## config.mk

```make
export PLATFORM = sky130hd
export DESIGN_NAME = dict_create_flat
export DESIGN_NICKNAME = d
export VERILOG_FILES = /design/src/rtl/dict_create_if.sv /design/src/rtl/dict_create.sv /design/src/flat_wrapper.sv
export SDC_FILE = /design/constraint.sdc
export NUM_CORES = 1
export LEC_CHECK = 0
export BUFFER_PORTS_ARGS = -buffer_cell sky130_fd_sc_hd__buf_4
export CAP_MARGIN = 10
export CORE_UTILIZATION = 33
export CTS_BUF_LIST = sky130_fd_sc_hd__clkbuf_4 sky130_fd_sc_hd__clkbuf_8 sky130_fd_sc_hd__clkbuf_16
export DETAILED_ROUTE_END_ITERATION = 12
export PLACE_DENSITY_LB_ADDON = 0.25
export SLEW_MARGIN = 20
export SYNTH_ARGS = -nofsm -noshare
export SYNTH_HDL_FRONTEND = slang
export SYNTH_SLANG_ARGS = --single-unit
```

## constraint.sdc

```tcl
create_clock -name clk -period 6.45 [get_ports clk]
set_input_delay 1.29 -clock clk [delete_from_list [all_inputs] [get_ports clk]]
set_output_delay 1.29 -clock clk [all_outputs]
set_load 0.1 [all_outputs]
```

## src/rtl/dict_create_if.sv

```systemverilog
// Request/status and dictionary-memory signals of the word header writer.
// The slave side is the writer; the master side is the requester plus the memory.
interface dict_create_if #(
    parameter int ASZ = 17,
    parameter int DSZ = 8
);
    logic           start;
    logic [ASZ-1:0] ai;
    logic [4:0]     len;
    logic           imm;

    logic [ASZ-1:0] mem_a;
    logic           mem_we;
    logic [DSZ-1:0] mem_vo;
    logic [DSZ-1:0] mem_vi;

    logic           bsy;
    logic           done;
    logic           err;
    logic [ASZ-1:0] ctx;
    logic [ASZ-1:0] here;

    modport master (
        output start, ai, len, imm, mem_vi,
        input  mem_a, mem_we, mem_vo, bsy, done, err, ctx, here
    );

    modport slave (
        input  start, ai, len, imm, mem_vi,
        output mem_a, mem_we, mem_vo, bsy, done, err, ctx, here
    );
endinterface

```

## src/rtl/dict_create.sv

```systemverilog
// Appends a linked word header at here and links it in as ctx; done lands 4+2*len cycles after start.
// No backpressure: start is only taken in IDLE, ignored while busy, and bad requests pulse err.
module dict_create #(
    parameter int             DSZ   = 8,
    parameter int             ASZ   = 17,
    parameter logic [ASZ-1:0] CTX0  = ASZ'('h2b),
    parameter logic [ASZ-1:0] HERE0 = ASZ'('h100)
) (
    input  logic         clk,
    input  logic         rst,
    dict_create_if.slave bus
);
    typedef enum logic [2:0] {
        S_IDLE,
        S_LNK0,
        S_LNK1,
        S_LEN,
        S_RD,
        S_WR,
        S_DONE
    } state_t;

    state_t         state_q, state_d;
    logic [ASZ-1:0] ctx_q, ctx_d;
    logic [ASZ-1:0] here_q, here_d;
    logic [ASZ-1:0] ai_q, ai_d;
    logic [4:0]     len_q, len_d;
    logic [4:0]     i_q, i_d;
    logic           imm_q, imm_d;
    logic           err_q, err_d;

    logic [ASZ-1:0] mem_a;
    logic           mem_we;
    logic [DSZ-1:0] mem_vo;
    logic           bsy;
    logic           done;

    logic [ASZ:0]   last_a;
    logic           reject;

    // Last byte the header would occupy, one bit wider so an overrun shows as a carry.
    assign last_a = {1'b0, here_q} + (ASZ+1)'(bus.len) + (ASZ+1)'(2);
    assign reject = (bus.len == 5'd0)
                 || last_a[ASZ]
                 || ((here_q >> 16) != '0)
                 || (here_q[15:0] == 16'hffff);

    always_comb begin
        state_d = state_q;
        ctx_d   = ctx_q;
        here_d  = here_q;
        ai_d    = ai_q;
        len_d   = len_q;
        i_d     = i_q;
        imm_d   = imm_q;
        err_d   = 1'b0;
        mem_a   = '0;
        mem_we  = 1'b0;
        mem_vo  = '0;
        bsy     = 1'b1;
        done    = 1'b0;

        case (state_q)
            S_IDLE: begin
                bsy = 1'b0;
                if (bus.start) begin
                    if (reject) begin
                        err_d = 1'b1;
                    end else begin
                        ai_d    = bus.ai;
                        len_d   = bus.len;
                        imm_d   = bus.imm;
                        i_d     = 5'd0;
                        state_d = S_LNK0;
                    end
                end
            end
            S_LNK0: begin
                mem_we  = 1'b1;
                mem_a   = here_q;
                mem_vo  = DSZ'(ctx_q[7:0]);
                state_d = S_LNK1;
            end
            S_LNK1: begin
                mem_we  = 1'b1;
                mem_a   = here_q + ASZ'(1);
                mem_vo  = DSZ'(ctx_q[15:8]);
                state_d = S_LEN;
            end
            S_LEN: begin
                mem_we  = 1'b1;
                mem_a   = here_q + ASZ'(2);
                mem_vo  = DSZ'({imm_q, 2'b00, len_q});
                state_d = S_RD;
            end
            S_RD: begin
                mem_a   = ai_q + ASZ'(i_q);
                state_d = S_WR;
            end
            S_WR: begin
                // Read data for byte i arrives now, one cycle after its address in RD.
                mem_we = 1'b1;
                mem_a  = here_q + ASZ'(3) + ASZ'(i_q);
                mem_vo = bus.mem_vi;
                if (i_q == len_q - 5'd1) begin
                    ctx_d   = here_q;
                    here_d  = here_q + ASZ'(3) + ASZ'(len_q);
                    state_d = S_DONE;
                end else begin
                    i_d     = i_q + 5'd1;
                    state_d = S_RD;
                end
            end
            S_DONE: begin
                bsy     = 1'b0;
                done    = 1'b1;
                state_d = S_IDLE;
            end
            default: begin
                state_d = S_IDLE;
            end
        endcase
    end

    always_ff @(posedge clk) begin
        if (!rst) begin
            state_q <= S_IDLE;
            ctx_q   <= CTX0;
            here_q  <= HERE0;
            ai_q    <= '0;
            len_q   <= '0;
            i_q     <= '0;
            imm_q   <= 1'b0;
            err_q   <= 1'b0;
        end else begin
            state_q <= state_d;
            ctx_q   <= ctx_d;
            here_q  <= here_d;
            ai_q    <= ai_d;
            len_q   <= len_d;
            i_q     <= i_d;
            imm_q   <= imm_d;
            err_q   <= err_d;
        end
    end

    assign bus.mem_a  = mem_a;
    assign bus.mem_we = mem_we;
    assign bus.mem_vo = mem_vo;
    assign bus.bsy    = bsy;
    assign bus.done   = done;
    assign bus.err    = err_q;
    assign bus.ctx    = ctx_q;
    assign bus.here   = here_q;
endmodule

```

## src/flat_wrapper.sv

```systemverilog
// flat-port wrapper written by rule: the top's interface ports become plain ports
module dict_create_flat 
#(
    parameter int             DSZ   = 8,
    parameter int             ASZ   = 17,
    parameter logic [ASZ-1:0] CTX0  = ASZ'('h2b),
    parameter logic [ASZ-1:0] HERE0 = ASZ'('h100)
)
  (clk, rst, bus_start, bus_ai, bus_len, bus_imm, bus_mem_vi, bus_mem_a, bus_mem_we, bus_mem_vo, bus_bsy, bus_done, bus_err, bus_ctx, bus_here);
  dict_create_if #(.ASZ(ASZ), .DSZ(DSZ)) bus_i ();
  input  logic clk;
  input  logic rst;
  input wire logic [$bits(bus_i.start)-1:0] bus_start;
  input wire logic [$bits(bus_i.ai)-1:0] bus_ai;
  input wire logic [$bits(bus_i.len)-1:0] bus_len;
  input wire logic [$bits(bus_i.imm)-1:0] bus_imm;
  input wire logic [$bits(bus_i.mem_vi)-1:0] bus_mem_vi;
  output wire logic [$bits(bus_i.mem_a)-1:0] bus_mem_a;
  output wire logic [$bits(bus_i.mem_we)-1:0] bus_mem_we;
  output wire logic [$bits(bus_i.mem_vo)-1:0] bus_mem_vo;
  output wire logic [$bits(bus_i.bsy)-1:0] bus_bsy;
  output wire logic [$bits(bus_i.done)-1:0] bus_done;
  output wire logic [$bits(bus_i.err)-1:0] bus_err;
  output wire logic [$bits(bus_i.ctx)-1:0] bus_ctx;
  output wire logic [$bits(bus_i.here)-1:0] bus_here;
  assign bus_i.start = bus_start;
  assign bus_i.ai = bus_ai;
  assign bus_i.len = bus_len;
  assign bus_i.imm = bus_imm;
  assign bus_i.mem_vi = bus_mem_vi;
  assign bus_mem_a = bus_i.mem_a;
  assign bus_mem_we = bus_i.mem_we;
  assign bus_mem_vo = bus_i.mem_vo;
  assign bus_bsy = bus_i.bsy;
  assign bus_done = bus_i.done;
  assign bus_err = bus_i.err;
  assign bus_ctx = bus_i.ctx;
  assign bus_here = bus_i.here;
  dict_create #(.DSZ(DSZ), .ASZ(ASZ), .CTX0(CTX0), .HERE0(HERE0)) u_core (.clk(clk), .rst(rst), .bus(bus_i));
endmodule
```

==> impl.org, run 1 <==
** Setup path
- Critical Path Source Type :: flop
- Cells on worst reg2reg path :: 11
- Maximum single-stage delay on the critical path :: 0.47 ns
- The critical path runs through a total of 15 cells.
- Along the worst path, the maximum fanout reaches 8.
- For flop-to-flop paths, the worst setup slack is 2.67 ns.
- Reg-to-Reg End :: u_core.bus.here[15]
- STA classifies the critical path endpoint as an output port.
- Among cell families on the critical path, the largest total delay comes from simple AND/OR/NAND/NOR gates.
- The startpoint identified for the worst register-to-register timing path is u_core.bus.here[0].
- STA puts the critical path data required time at 5.16 ns.
- The worst setup path is of the flop to output port kind.
- Buf/Inv on CP :: 2
- Ordered list of cells on the worst path :: inv_1 -> ha_1 -> a21oi_2 -> xnor2_1 -> nand2_1 -> nand2_1 -> ha_1 -> a21oi_1 -> a21boi_0 -> or2_2 -> o211ai_2 -> or3b_1 -> or4_1 -> o221ai_1 -> buf_4
- CP max stage cell :: dfxtp_1
- Arrival time worst endpoint :: 4.17 ns

** STA
- Normalized max-slew margin :: 26.3%
- Final worst clock skew :: 0.00561 ns
- The number of hold violations in the final report was 0.
- Setup violations remaining at the end of the flow were counted as 0.
- For the pin with the worst max-slew slack, the measured transition is 1.10 ns.
- Number of max-slew violations in the final report :: 0
- After routing, the total negative slack on setup checks comes to 0 ns.
- Final worst path period share :: 84.7%
- The worst path in the final design needs a cycle of 5.46 ns, including I/O delays and setup.
- Static timing analysis puts the maximum clock frequency at 0.183 GHz.
- In the post-route analysis, the smallest setup slack over all paths is 0.987 ns.
- Setup repair after global routing left no endpoint under its margin.

** Floorplan
- Initial Util :: 33.8%
- Die width :: 127 um
- The die covers 16,100 um2.
- The floorplan has 45 rows.
- After floorplanning, the core was sized to cover 15,200 um2.
- Die height :: 127 um
- IO Pins :: 97

** Hold path
- For hold timing, the worst endpoint is u_core.bus.ctx[7].
- The worst hold path begins at u_core.bus.ctx[7].
- The worst hold path passes through 2 cells.
- The min-delay analysis places its worst path in the category flop to flop.

** Logic synthesis
- The synthesized design contains 66 register bits.
- Warnings from Yosys :: 0
- Netlist area before placement :: 5130 um2
- Of all flip-flops after synthesis, the portion carrying an async set or reset was 0%.
- Most area-hungry cell type in the Yosys netlist :: dfxtp_1
- Sequential elements use 25.7% of the synthesized area.
- A synthesized cell averages 7.68 um2.
- The synthesized design devotes to its leading area cell type 25.7% of total area.
- By instance count, the leading cell after synthesis is nor2_1.
- Synth Instances :: 668
- Main flop type after synthesis :: dfxtp_1
- Counting every net in the synthesized netlist gives 721.
- In this run, synthesis inferred 0 flip-flops with an integrated enable.
- The commonest cells after synthesis are nor2_1 (75), dfxtp_1 (66), nand2_1 (63).
- The number of different library cells used by synthesis comes to 71.
- Sorting the synthesized cells by area gives the leading types as dfxtp_1 (26%), mux2i_1 (9.2%), nor2_1 (5.5%).

** Global route
- Global-route usage over all layers :: 22.2%
- Entering global routing, the biggest net connects 48 pins.
- The number of antenna violations at the first check in global routing was 0.
- Global route total overflow :: 0
- First-pass GRT wire length :: 27,200 um
- Number of global-route vias before repair :: 4,944

** CTS
- TritonCTS built the clock tree.
- After clock tree synthesis, the flow added hold-fix buffers numbering 0.
- Post-CTS repair changed the size of 0 cells.
- The number of clock buffers added by TritonCTS is 9.
- Number of clock sinks seen by CTS :: 66
- Count of H-tree levels built during CTS :: 3
- Setup fix buffers added after clock tree synthesis :: 0
- In this run the deepest clock path goes through 2 buffers.
- After clock tree synthesis, the clock-pin slew on the worst setup and hold paths is 0.05 ns.
- Clk Latency, worst-skew pair :: 0.35 ns
- Clock Root Buffer :: clkbuf_16

** Place
- Total placed cells including tap cells :: 908
- Last weighted congestion value of the routability-driven placer :: 0.851
- Count of port buffers added during placement :: 96
- OpenSTA, run right after detailed placement, puts the worst setup slack at 1.37 ns.
- Once detailed placement completed, the half-perimeter wirelength came to 13,200 um.

** Pwr
- Across the VDD grid, the largest voltage drop is 156 uV.
- Leak Pwr :: 2.63 nW
- Power density relative to cell area :: 184 nW/um2

** Routing
- The pre-antenna-repair detailed-routing pass consisted of 5 iterations.
- DR iter-0 viols :: 379
- Dividing the detail-routed wire length by the instance count gives 19.0 um.
- The routed design has 17,500 um of wire.
- The final route contains 5,235 vias.
- The detail route stage leaves a number of antenna-violating nets equal to 0.
- Using the TritonRoute via totals, the vias-per-cell ratio works out to 5.67.
- DRC violations left :: 0

** Layout
- NumNets Final :: 784
- # fillers :: 1,586
- For this run, the number of standard cells in the final layout without fillers is 923.
- Signed area change from the synthesized netlist to the final layout :: 20.3%
- Summing all flip-flop and latch instances after layout gives 1320 um2.
- Ratio of cells with drive above 1 in the final layout :: 19.0%
- Area of the multi-input gates :: 3520 um2
- 0 antenna diodes ended up in the layout.

** Flow run
- Maximum capacitance violations :: 0

** Outcome
- The flow ran to the end, and the final reports show no timing, DRC or antenna violations.
[worst max-delay path by stage]
stage / start / endpoint / slack [ns]
floorplan: u_core.bus.here[0] / bus_mem_a[15] / 0.25
global placement: u_core.state_q[0] / bus_mem_a[16] / 1.51
detailed placement: u_core.state_q[0] / bus_mem_a[16] / 1.37
CTS: u_core.state_q[0] / bus_mem_a[16] / 1.0
global route: u_core.bus.here[0] / bus_mem_a[15] / 0.71
finish: u_core.bus.here[1] / bus_mem_a[16] / 0.99
[placed cells by master, fill, tap and decap left out, types with 18 or more instances in the layout]
| master | Yosys | final |
|---|---|---|
| xnor2_1 | 26 | 26 |
| nand2_1 | 63 | 63 |
| o21ai_0 | 36 | 34 |
| mux2i_1 | 47 | 47 |
| nor3_1 | 18 | 18 |
| a21oi_1 | 45 | 45 |
| dfxtp_1 | 66 | 66 |
| buf_4 | 5 | 103 |
| xor2_1 | 21 | 21 |
| nor2_1 | 75 | 75 |
[worst min-delay path, cell delays in order, from the launching register on]
cell and delay [ns]:
dfxtp_1 0.33, nand2_1 0.06, a21oi_1 0.05
[logic make-up (layout without fill, tap and decap cells)]
family / after synthesis / count (layout) / synth area share (%)
simple gates: 260 / 260 / 26.0
fa+ha+maj: 19 / 19 / 4.92
buf+inv: 69 / 136 / 5.70
flops: 66 / 66 / 25.7
xor+xnor: 47 / 47 / 8.02
mux: 51 / 51 / 10.0
compound gates: 156 / 156 / 19.5
[state kept, by name, summed over array words and instances, names as in the netlist]
register	count
u_core.bus.here	17
u_core.i_q	5
u_core.ai_q	17
u_core.bus.err	1
u_core.state_q	3
u_core.bus.ctx	17
u_core.len_q	5
u_core.imm_q	1
[report_power, final]
group / switching, mW / leakage [nW] / total, mW / internal [mW]
registers: 0.0212 / 0.536 / 0.444 / 0.423
logic: 0.164 / 1.95 / 0.246 / 0.0815
clock network: 0.182 / 0.136 / 0.446 / 0.263
total: 0.368 / 2.63 / 1.14 / 0.768
[layer usage]
metal	routed length, um	up-vias	GRT usage [%]
met5	0	-	0
met4	373	0	7.91
met3	1030	30	4.18
met2	8440	174	37.4
met1	7660	2527	28.2
li1	-	2504	-
[area by class of cell]
class                      instances  share of cell area (%)
tap                              188                    3.81
timing repair buffer             103                    12.5
clock buffer                      11                    3.89
sequential                        66                    21.4
inverter                          18                    1.09
multi-input combinational        533                    57.0
clock inverter                     4                   0.324
[stage by stage]
step / area, um2 / utilization [%] / hold WS (ns) / total power [mW]
floorplan: 5130 / - / 0.458 / 0.629
global placement: 5920 / 38.9 / 0.478 / 0.694
detailed placement: 5920 / 38.9 / 0.479 / 0.698
CTS: 6180 / 40.6 / 0.492 / 1.15
global route: 6180 / 40.6 / 0.512 / 1.18
finish: 6180 / 40.6 / 0.489 / 1.14
(Power assumes the default switching activity.)
==> inputs of run 2 (changes only) <==
--- a/config.mk
+++ b/config.mk
@@ -5,6 +5,7 @@
 export SDC_FILE = /design/constraint.sdc
 export NUM_CORES = 1
 export LEC_CHECK = 0
+export ABC_AREA = 1
 export BUFFER_PORTS_ARGS = -buffer_cell sky130_fd_sc_hd__buf_4
 export CAP_MARGIN = 10
 export CORE_UTILIZATION = 33
==> constraint.sdc (replaced) <==
create_clock -name clk -period 5.1 [get_ports clk]
set_input_delay 1.02 -clock clk [delete_from_list [all_inputs] [get_ports clk]]
set_output_delay 1.02 -clock clk [all_outputs]
set_load 0.1 [all_outputs]
==> impl.org, run 2 <==
** Layout
- Leading cell type in the layout, fill and taps excluded :: nand2_1 (was buf_4)
- The filler cell count was 1,739 (was 1,586).
- The layout cell share with drive strength beyond 1 came to 21.9% (was 19.0%).
- The total number of nets in the final design is 942 (was 784).
- The share of the core filled with cells in the final layout was 41.1% (was 40.6%).
- Commonest non-fill, non-tap cells in the layout :: nand2_1 (168), buf_4 (101), inv_1 (86) (was buf_4 (103), nor2_1 (75), dfxtp_1 (66))
- The number of diodes added for antenna fixing came to 0 (unchanged).
- Signed area change from the synthesized netlist to the final layout :: 22.1% (was 20.3%)

** Place
- Detailed placer's ending HPWL :: 14,000 um (was 13,200 um)
- Last weighted congestion value of the routability-driven placer :: 0.945 (was 0.851)
- Count of port buffers added during placement :: 96 (unchanged)

** Global route
- First-pass GRT wire length :: 28,100 um (was 27,200 um)
- Maximum number of pins on one net before global-route repair :: 47 (was 48)
- Number of global-route vias before repair :: 5,142 (was 4,944)
- The total routing resource utilization after global routing was 22.4% (was 22.2%).
- Antenna violations before repair :: 0 (unchanged)
- The sum of overflow across all layers after global routing was 0 (unchanged).

** Flow run
- Maximum capacitance violations :: 0 (unchanged)

** Logic synthesis
- Area contributors post-synth :: dfxtp_1 (25%), nand2_1 (12%), a21oi_1 (7.0%) (was dfxtp_1 (26%), mux2i_1 (9.2%), nor2_1 (5.5%))
- Post-synth ARST share :: 0% (unchanged)
- The synthesized netlist net count was 858 (was 721).
- The sequential element share of the synthesized area is 24.8% (was 25.7%).
- Synth Instances :: 805 (was 668)
- Most common cell in the synthesized netlist :: nand2_1 (was nor2_1)
- The synthesized area came to 5330 um2 (was 5130 um2).
- The mean cell area of the mapped netlist is 6.62 um2 (was 7.68 um2).
- Number of enable flip-flop cells after synthesis :: 0 (unchanged)
- The number of flip-flops and latches in the synthesized netlist came to 66 (unchanged).
- The unique cell type count in the Yosys netlist came to 48 (was 71).
- Most area-hungry cell type in the Yosys netlist :: dfxtp_1 (unchanged)
- The area share of the largest cell type after synthesis is 24.8% (was 25.7%).
- Cell types with the highest counts after synthesis :: nand2_1 (168), inv_1 (86), a21oi_1 (75) (was nor2_1 (75), dfxtp_1 (66), nand2_1 (63))
- The most frequently used flop master after synthesis was dfxtp_1 (unchanged).
- Warnings from Yosys :: 0 (unchanged)

** Pwr
- The worst vdd rail ir drop was 182 uV (was 156 uV).
- Power density relative to cell area :: 238 nW/um2 (was 184 nW/um2)
- The cell leakage power came to 2.99 nW (was 2.63 nW).
- Total power :: 1.55 mW (was 1.14 mW)

** Setup path
- CP Capture Point :: bus_mem_a[15] (was bus_mem_a[16])
- The standard cell with the maximum stage delay on the critical path is dfxtp_1 (unchanged).
- The stage delay of the slowest cell on the critical path came to 0.53 ns (was 0.47 ns).
- Max Fanout on Critical Path :: 9 (was 8)
- Worst setup path startpoint :: u_core.bus.here[0] (was u_core.bus.here[1])
- The count of cells along the worst register-to-register path was 15 (was 11).
- Setup slack on the worst flop-to-flop path :: 1.96 ns (was 2.67 ns)
- The critical path launch point type was a flop (unchanged).
- The beginning of the worst register-to-register path is u_core.bus.here[0] (unchanged).
- The data arrival time of the critical path is 3.54 ns (was 4.17 ns).
- The worst setup path category was flop to output port (unchanged).
- The data required time of the critical path is 4.08 ns (was 5.16 ns).
- Buf/Inv on CP :: 2 (unchanged)
- The capturing element type of the critical path was an output port (unchanged).
- The number of cells on the critical path is 18 (was 15).
- CP most frequent cell :: nand2_1
- Ordered list of cells on the worst path: inv_1 -> ha_1 -> nor2_8 -> xor2_1 -> nand2_1 -> o21ai_0 -> ha_1 -> a21o_1 -> a21oi_1 -> nor2_2 -> nand2_1 -> nor2_2 -> nand2_2 -> nand2_2 -> o21ai_1 -> nand2_1 -> nand2_1 -> buf_4 (was inv_1 -> ha_1 -> a21oi_2 -> xnor2_1 -> nand2_1 -> nand2_1 -> ha_1 -> a21oi_1 -> a21boi_0 -> or2_2 -> o211ai_2 -> or3b_1 -> or4_1 -> o221ai_1 -> buf_4).
- The largest delay contributor family on the critical path is simple AND/OR/NAND/NOR gates (unchanged).
- The capture point of the worst reg-to-reg path was u_core.bus.here[11] (was u_core.bus.here[15]).

** CTS
- Number of clock sinks seen by CTS :: 66 (unchanged)
- The maximum buffer depth of the clock tree was 2 (unchanged).
- The count of buffers added by post-CTS timing repair for setup came to 0 (unchanged).
- The post-cts sizing count was 0 (unchanged).
- Count of H-tree levels built during CTS :: 3 (unchanged)
- Number of hold-repair buffers added at the cts stage :: 0 (unchanged)
- The buffer type at the clock tree root is clkbuf_16 (unchanged).
- The clock latency on the worst-skew pair came to 0.34 ns (was 0.35 ns).
- CTS tree :: yes (unchanged)
- Number of CTS-inserted buffers :: 9 (unchanged)
- The clock transition at the registers of the reported paths came to 0.06 ns (was 0.05 ns).

** Floorplan
- The number of ports placed on the die boundary was 97 (unchanged).
- The die outline height came to 129 um (was 127 um).
- Die width :: 129 um (was 127 um)
- The core region area came to 15,800 um2 (was 15,200 um2).
- Rows :: 46 (was 45)
- The initial cell density of the core came to 33.7% (was 33.8%).
- The die footprint was 16,700 um2 (was 16,100 um2).

** Routing
- DR iter-0 viols :: 398 (was 379)
- DR vias/cell :: 5.07 (was 5.67)
- Length of the first detailed-routing pass in iterations :: 5 (unchanged)
- The via count of the routed design came to 5,622 (was 5,235).
- The post-detailed-route DRC marker count is 0 (unchanged).
- Number of nets still failing antenna checks after routing :: 0 (unchanged)
- Average detailed-routed wire length per instance :: 16.4 um (was 19.0 um)
- Total length of routed wires :: 18,200 um (was 17,500 um)

** Outcome
- Status: finished, final reports clean (unchanged).

** STA
- Timing would allow up to 0.219 GHz.
- Dividing the final minimum period by the clock period gives 89.5%.
- The number of hold violations in the final report came to 0 (unchanged).
- The clock period could shrink to 4.56 ns.
- Final worst clock skew :: 0.00579 ns (was 0.00561 ns)
- Accumulated negative setup slack :: 0 ns (unchanged)
- The final count of negative-setup-slack endpoints was 0 (unchanged).
- The transition time at the pin with the least slew margin was 0.925 ns (was 1.10 ns).
- RSZ-0062 raised after global routing :: no (unchanged)
- Number of max-slew violations in the final report :: 0 (unchanged)
- Normalized max-slew margin :: 38.2% (was 26.3%)

** Hold path
- The worst hold path cell count is 2 (unchanged).
- The kind of path behind the tightest hold check is flop to flop (unchanged).
run 2: changes by cell type in the layout (fill, tap and decap cells not counted), sizes merged, moves of 9 or more:
cell | previous run | this run
nand3 | 15 | 73
or3 | 12 | 0
mux2i | 47 | 0
nor3 | 18 | 7
nand2b | 9 | 0
o2111ai | 0 | 9
and2 | 11 | 1
nand2 | 64 | 203
xnor2 | 26 | 10
a21oi | 46 | 75
inv | 17 | 94
o21ai | 37 | 84
run 2: cells by family (layout without fill, tap and decap cells):
family / Yosys count / count (layout) / synth area share, %
XOR/XNOR: 25 / 25 / 4.11
AND/OR/NAND/NOR: 376 / 376 / 36.4
flip-flops: 66 / 66 / 24.8
adder cells (fa/ha/maj): 19 / 19 / 4.74
AO/OA/AOI/OAI: 196 / 196 / 20.5
buffers and inverters: 123 / 211 / 9.44
run 2: worst min-delay path by stage:
stage | startpoint | end
after detailed placement | u_core.ai_q[15] | u_core.ai_q[15]
after CTS | u_core.ai_q[15] | u_core.ai_q[15]
after floorplan | u_core.ai_q[2] | u_core.ai_q[2]
after global placement | u_core.ai_q[10] | u_core.ai_q[10]
after global routing | u_core.ai_q[15] | u_core.ai_q[15]
final | u_core.ai_q[15] | u_core.ai_q[15]
run 2: through the flow:
step	cells	area, um2	hold slack (ns)	setup slack (ns)
floorplan	805	5340	0.425	0.00133
global placement	1094	6220	0.450	0.999
detailed placement	1094	6220	0.453	0.927
CTS	1109	6500	0.462	0.541
global route	1109	6500	0.476	0.175
finish	1109	6500	0.461	0.536
run 2: area by class of cell:
cell class / instances / area [um2] / share of cell area, %
clock buffer: 13 / 268 / 4.12
multi-input combinational: 616 / 3520 / 54.1
clock inverter: 2 / 12.5 / 0.192
timing repair buffer: 101 / 758 / 11.7
tap: 216 / 270 / 4.15
inverter: 95 / 358 / 5.50
sequential: 66 / 1320 / 20.3
run 2: tightest hold or removal path, cell delays in order, from the launching register on:
cell     delay [ns]
dfxtp_1        0.30
nand2_1        0.06
a21oi_1        0.05
run 2: metal layers:
metal | wire (um) | global-route usage, %
met5 | 0 | 0
met4 | 417 | 8.72
met3 | 981 | 4.38
met2 | 8350 | 36.2
met1 | 8470 | 29.4
run 2: power breakdown:
part,internal (mW),switching (mW)
clock network,0.363,0.227
logic,0.115,0.282
registers,0.540,0.0220
==> inputs of run 3 (changes only) <==
--- a/config.mk
+++ b/config.mk
@@ -8,7 +8,9 @@
 export ABC_AREA = 1
 export BUFFER_PORTS_ARGS = -buffer_cell sky130_fd_sc_hd__buf_4
 export CAP_MARGIN = 10
-export CORE_UTILIZATION = 33
+export CELL_PAD_IN_SITES_DETAIL_PLACEMENT = 0
+export CELL_PAD_IN_SITES_GLOBAL_PLACEMENT = 2
+export CORE_UTILIZATION = 31
 export CTS_BUF_LIST = sky130_fd_sc_hd__clkbuf_4 sky130_fd_sc_hd__clkbuf_8 sky130_fd_sc_hd__clkbuf_16
 export DETAILED_ROUTE_END_ITERATION = 12
 export PLACE_DENSITY_LB_ADDON = 0.25
==> impl.org, run 3 (synthesized netlist as in run 2, its figures left out) <==
** Layout
- The summed area of non-filler cells in the final layout was 6570 um2 (was 6500 um2).
- Signed area change from the synthesized netlist to the final layout :: 23.3% (was 22.1%)
- NumNets Final :: 943 (was 942)
- # fillers :: 1,835 (was 1,739)
- The layout cell share with drive strength beyond 1 came to 22.1% (was 21.9%).
- The number of diodes added for antenna fixing was 0 (unchanged).
- The most frequent standard cell in the layout excluding fill and tap cells is nand2_1 (unchanged).
- The number of standard cells in the final layout excluding fillers was 1,115 (was 1,109).
- Commonest non-fill, non-tap cells in the layout: nand2_1 (168), buf_4 (102), inv_1 (86) (was nand2_1 (168), buf_4 (101), inv_1 (86)).

** Hold path
- Class of the worst hold path :: flop to flop (unchanged)

** Setup path
- The launching instance or port of the critical path was u_core.bus.here[2] (was u_core.bus.here[0]).
- The data required time of the critical path was 4.08 ns (about the same).
- The maximum fanout count along the critical path came to 11 (was 9).
- Reg-to-Reg End :: u_core.bus.here[11] (unchanged)
- The beginning of the worst register-to-register path is u_core.bus.here[0] (unchanged).
- Critical Path Source Type :: flop (unchanged)
- Setup slack on the worst flop-to-flop path :: 1.92 ns (was 1.96 ns)
- Arrival time worst endpoint :: 3.71 ns (was 3.54 ns)
- Setup crit end kind :: output port (unchanged)
- Type of the worst setup path :: flop to output port (unchanged)
- The count of cells along the worst register-to-register path was 15 (unchanged).
- The destination of the critical timing path is bus_mem_a[12] (was bus_mem_a[15]).

** STA
- The setup TNS came to 0 ns (unchanged).
- The upper clock frequency limit came to 0.212 GHz (was 0.219 GHz).
- The number of max-slew violations in the final report was 0 (unchanged).
- Hold violation count in the final report :: 0 (unchanged)
- The final count of negative-setup-slack endpoints was 0 (unchanged).
- Final worst path period need :: 4.73 ns (was 4.56 ns)
- The part of the cycle the worst path needs was 92.7% (was 89.5%).
- The largest clock skew in the final design came to 0.0136 ns (was 0.00579 ns).
- Normalized max-slew margin :: 45.6% (was 38.2%)
- Worst setup slack after layout :: 0.373 ns (was 0.536 ns)
- Slew at the pin closest to its max-slew limit :: 0.815 ns (was 0.925 ns)
- RSZ-0062 raised after global routing :: no (unchanged)

** Routing
- Number of nets still failing antenna checks after routing :: 0 (unchanged)
- The post-detailed-route DRC marker count was 0 (unchanged).
- The post-detailed-route via-to-cell ratio is 5.18 (was 5.07).
- The violation count after the first detailed-route iteration is 432 (was 398).
- Length of the first detailed-routing pass in iterations :: 5 (unchanged)
- Total number of vias :: 5,776 (was 5,622)
- The wire length per cell after detailed routing came to 18.1 um (was 16.4 um).
- The total wire length came to 20,200 um (was 18,200 um).

** Floorplan
- The count of standard-cell rows is 47 (was 46).
- The die footprint was 17,700 um2 (was 16,700 um2).
- The core region area was 16,700 um2 (was 15,800 um2).
- Die height :: 133 um (was 129 um)
- The number of ports placed on the die boundary was 97 (unchanged).
- The initial cell density of the core is 31.9% (was 33.7%).
- Die width :: 133 um (was 129 um)

** Global route
- First-pass GRT wire length :: 30,600 um (was 28,100 um)
- Antenna violations before repair :: 0 (unchanged)
- The sum of overflow across all layers after global routing was 0 (unchanged).
- The total routing resource utilization after global routing is 22.8% (was 22.4%).
- Maximum number of pins on one net before global-route repair :: 47 (unchanged)
- Number of global-route vias before repair :: 5,383 (was 5,142)

** Pwr
- The worst vdd rail ir drop came to 181 uV (was 182 uV).
- The cell leakage power is 3.02 nW (was 2.99 nW).
- The power density over the cells came to 255 nW/um2 (was 238 nW/um2).

** Place
- The total cell area at the placement stage came to 6240 um2 (was 6220 um2).
- The final estimated routing congestion in global placement came to 0.890 (was 0.945).
- Total placed cells including tap cells :: 1,099 (was 1,094)
- The total of buffers placed on input and output ports came to 96 (unchanged).
- The total half-perimeter wirelength after legalization and detailed placement came to 15,400 um (was 14,000 um).
- The placement-stage worst setup slack came to 0.781 ns (was 0.927 ns).

** CTS
- Count of H-tree levels built during CTS :: 3 (unchanged)
- Number of clock sinks seen by CTS :: 66 (unchanged)
- The maximum buffer depth of the clock tree is 2 (unchanged).
- Number of hold-repair buffers added at the cts stage :: 0 (unchanged)
- The clock transition at the registers of the reported paths is 0.06 ns (about the same).
- The buffer type at the clock tree root was clkbuf_16 (unchanged).
- Resize count post-CTS :: 0 (unchanged)
- The count of buffers added by post-CTS timing repair for setup came to 0 (unchanged).
- Clk Latency, worst-skew pair :: 0.35 ns (was 0.34 ns)
- Number of CTS-inserted buffers :: 9 (unchanged)
- The TritonCTS clock tree is yes (unchanged).

** Outcome
- Status :: finished, final reports clean (unchanged)

** Flow run
- The count of maximum capacitance violations was 0 (unchanged).
[run 3: cell types whose count changed in the layout (fill, tap and decap cells not counted), sizes merged]
cell / change
bufinv: +2
clkbuf: -2
buf: +1
inv: +1
[run 3: critical path, cell delays in order (launching register included)]
cell and delay, ns:
dfxtp_1 0.58, ha_1 0.29, inv_1 0.08, nand2_1 0.32, xor2_1 0.23, nand2_1 0.07
o21ai_0 0.12, ha_1 0.30, a21oi_1 0.15, nand2_1 0.10, a21oi_1 0.25, nor2_4 0.09
nand3_4 0.12, nor2_4 0.06, nand2_1 0.06, nand3_1 0.13, nand3_1 0.12, buf_4 0.29
[run 3: final cells by class]
| type | count | area (um2) | share of cell area [%] |
|---|---|---|---|
| repair buffers | 102 | 766 | 11.7 |
| flip-flops and latches | 66 | 1320 | 20.1 |
| inverters | 95 | 358 | 5.45 |
| clock inverters | 5 | 85.1 | 1.30 |
| multi-input cells | 616 | 3520 | 53.5 |
| well taps | 220 | 275 | 4.19 |
| clock buffers | 11 | 246 | 3.75 |
[run 3: how the worst min path moves through the flow]
| stage | startpoint | endpoint | depth (start not counted) |
|---|---|---|---|
| 6_report | u_core.ai_q[7] | u_core.ai_q[7] | 2 |
| 5_1_grt | u_core.ai_q[7] | u_core.ai_q[7] | 2 |
| 4_1_cts | u_core.ai_q[14] | u_core.ai_q[14] | 2 |
| 3_5_place_dp | u_core.ai_q[14] | u_core.ai_q[14] | 2 |
| 3_3_place_gp | u_core.ai_q[5] | u_core.ai_q[5] | 2 |
| 2_1_floorplan | u_core.ai_q[2] | u_core.ai_q[2] | 2 |
[run 3: through the flow]
| step | total power [mW] | hold WS (ns) | util, % |
|---|---|---|---|
| 2_1_floorplan | 0.868 | 0.425 | - |
| 3_3_place_gp | 0.974 | 0.450 | 37.3 |
| 3_5_place_dp | 0.978 | 0.455 | 37.3 |
| 4_1_cts | 1.69 | 0.462 | 39.3 |
| 5_1_grt | 1.75 | 0.482 | 39.3 |
| 6_report | 1.68 | 0.459 | 39.3 |
[run 3: per-layer routing]
layer | part of all wire, % | track usage (%)
met1 | 47 | 30.4
met2 | 45 | 36.8
met3 | 5.4 | 3.65
met4 | 2.5 | 8.90
met5 | 0 | 0
[run 3: where the power goes]
group          switching (mW)  internal, mW
Clock                   0.260         0.450
Combinational           0.287         0.117
Sequential             0.0222         0.540
Total                   0.570          1.11
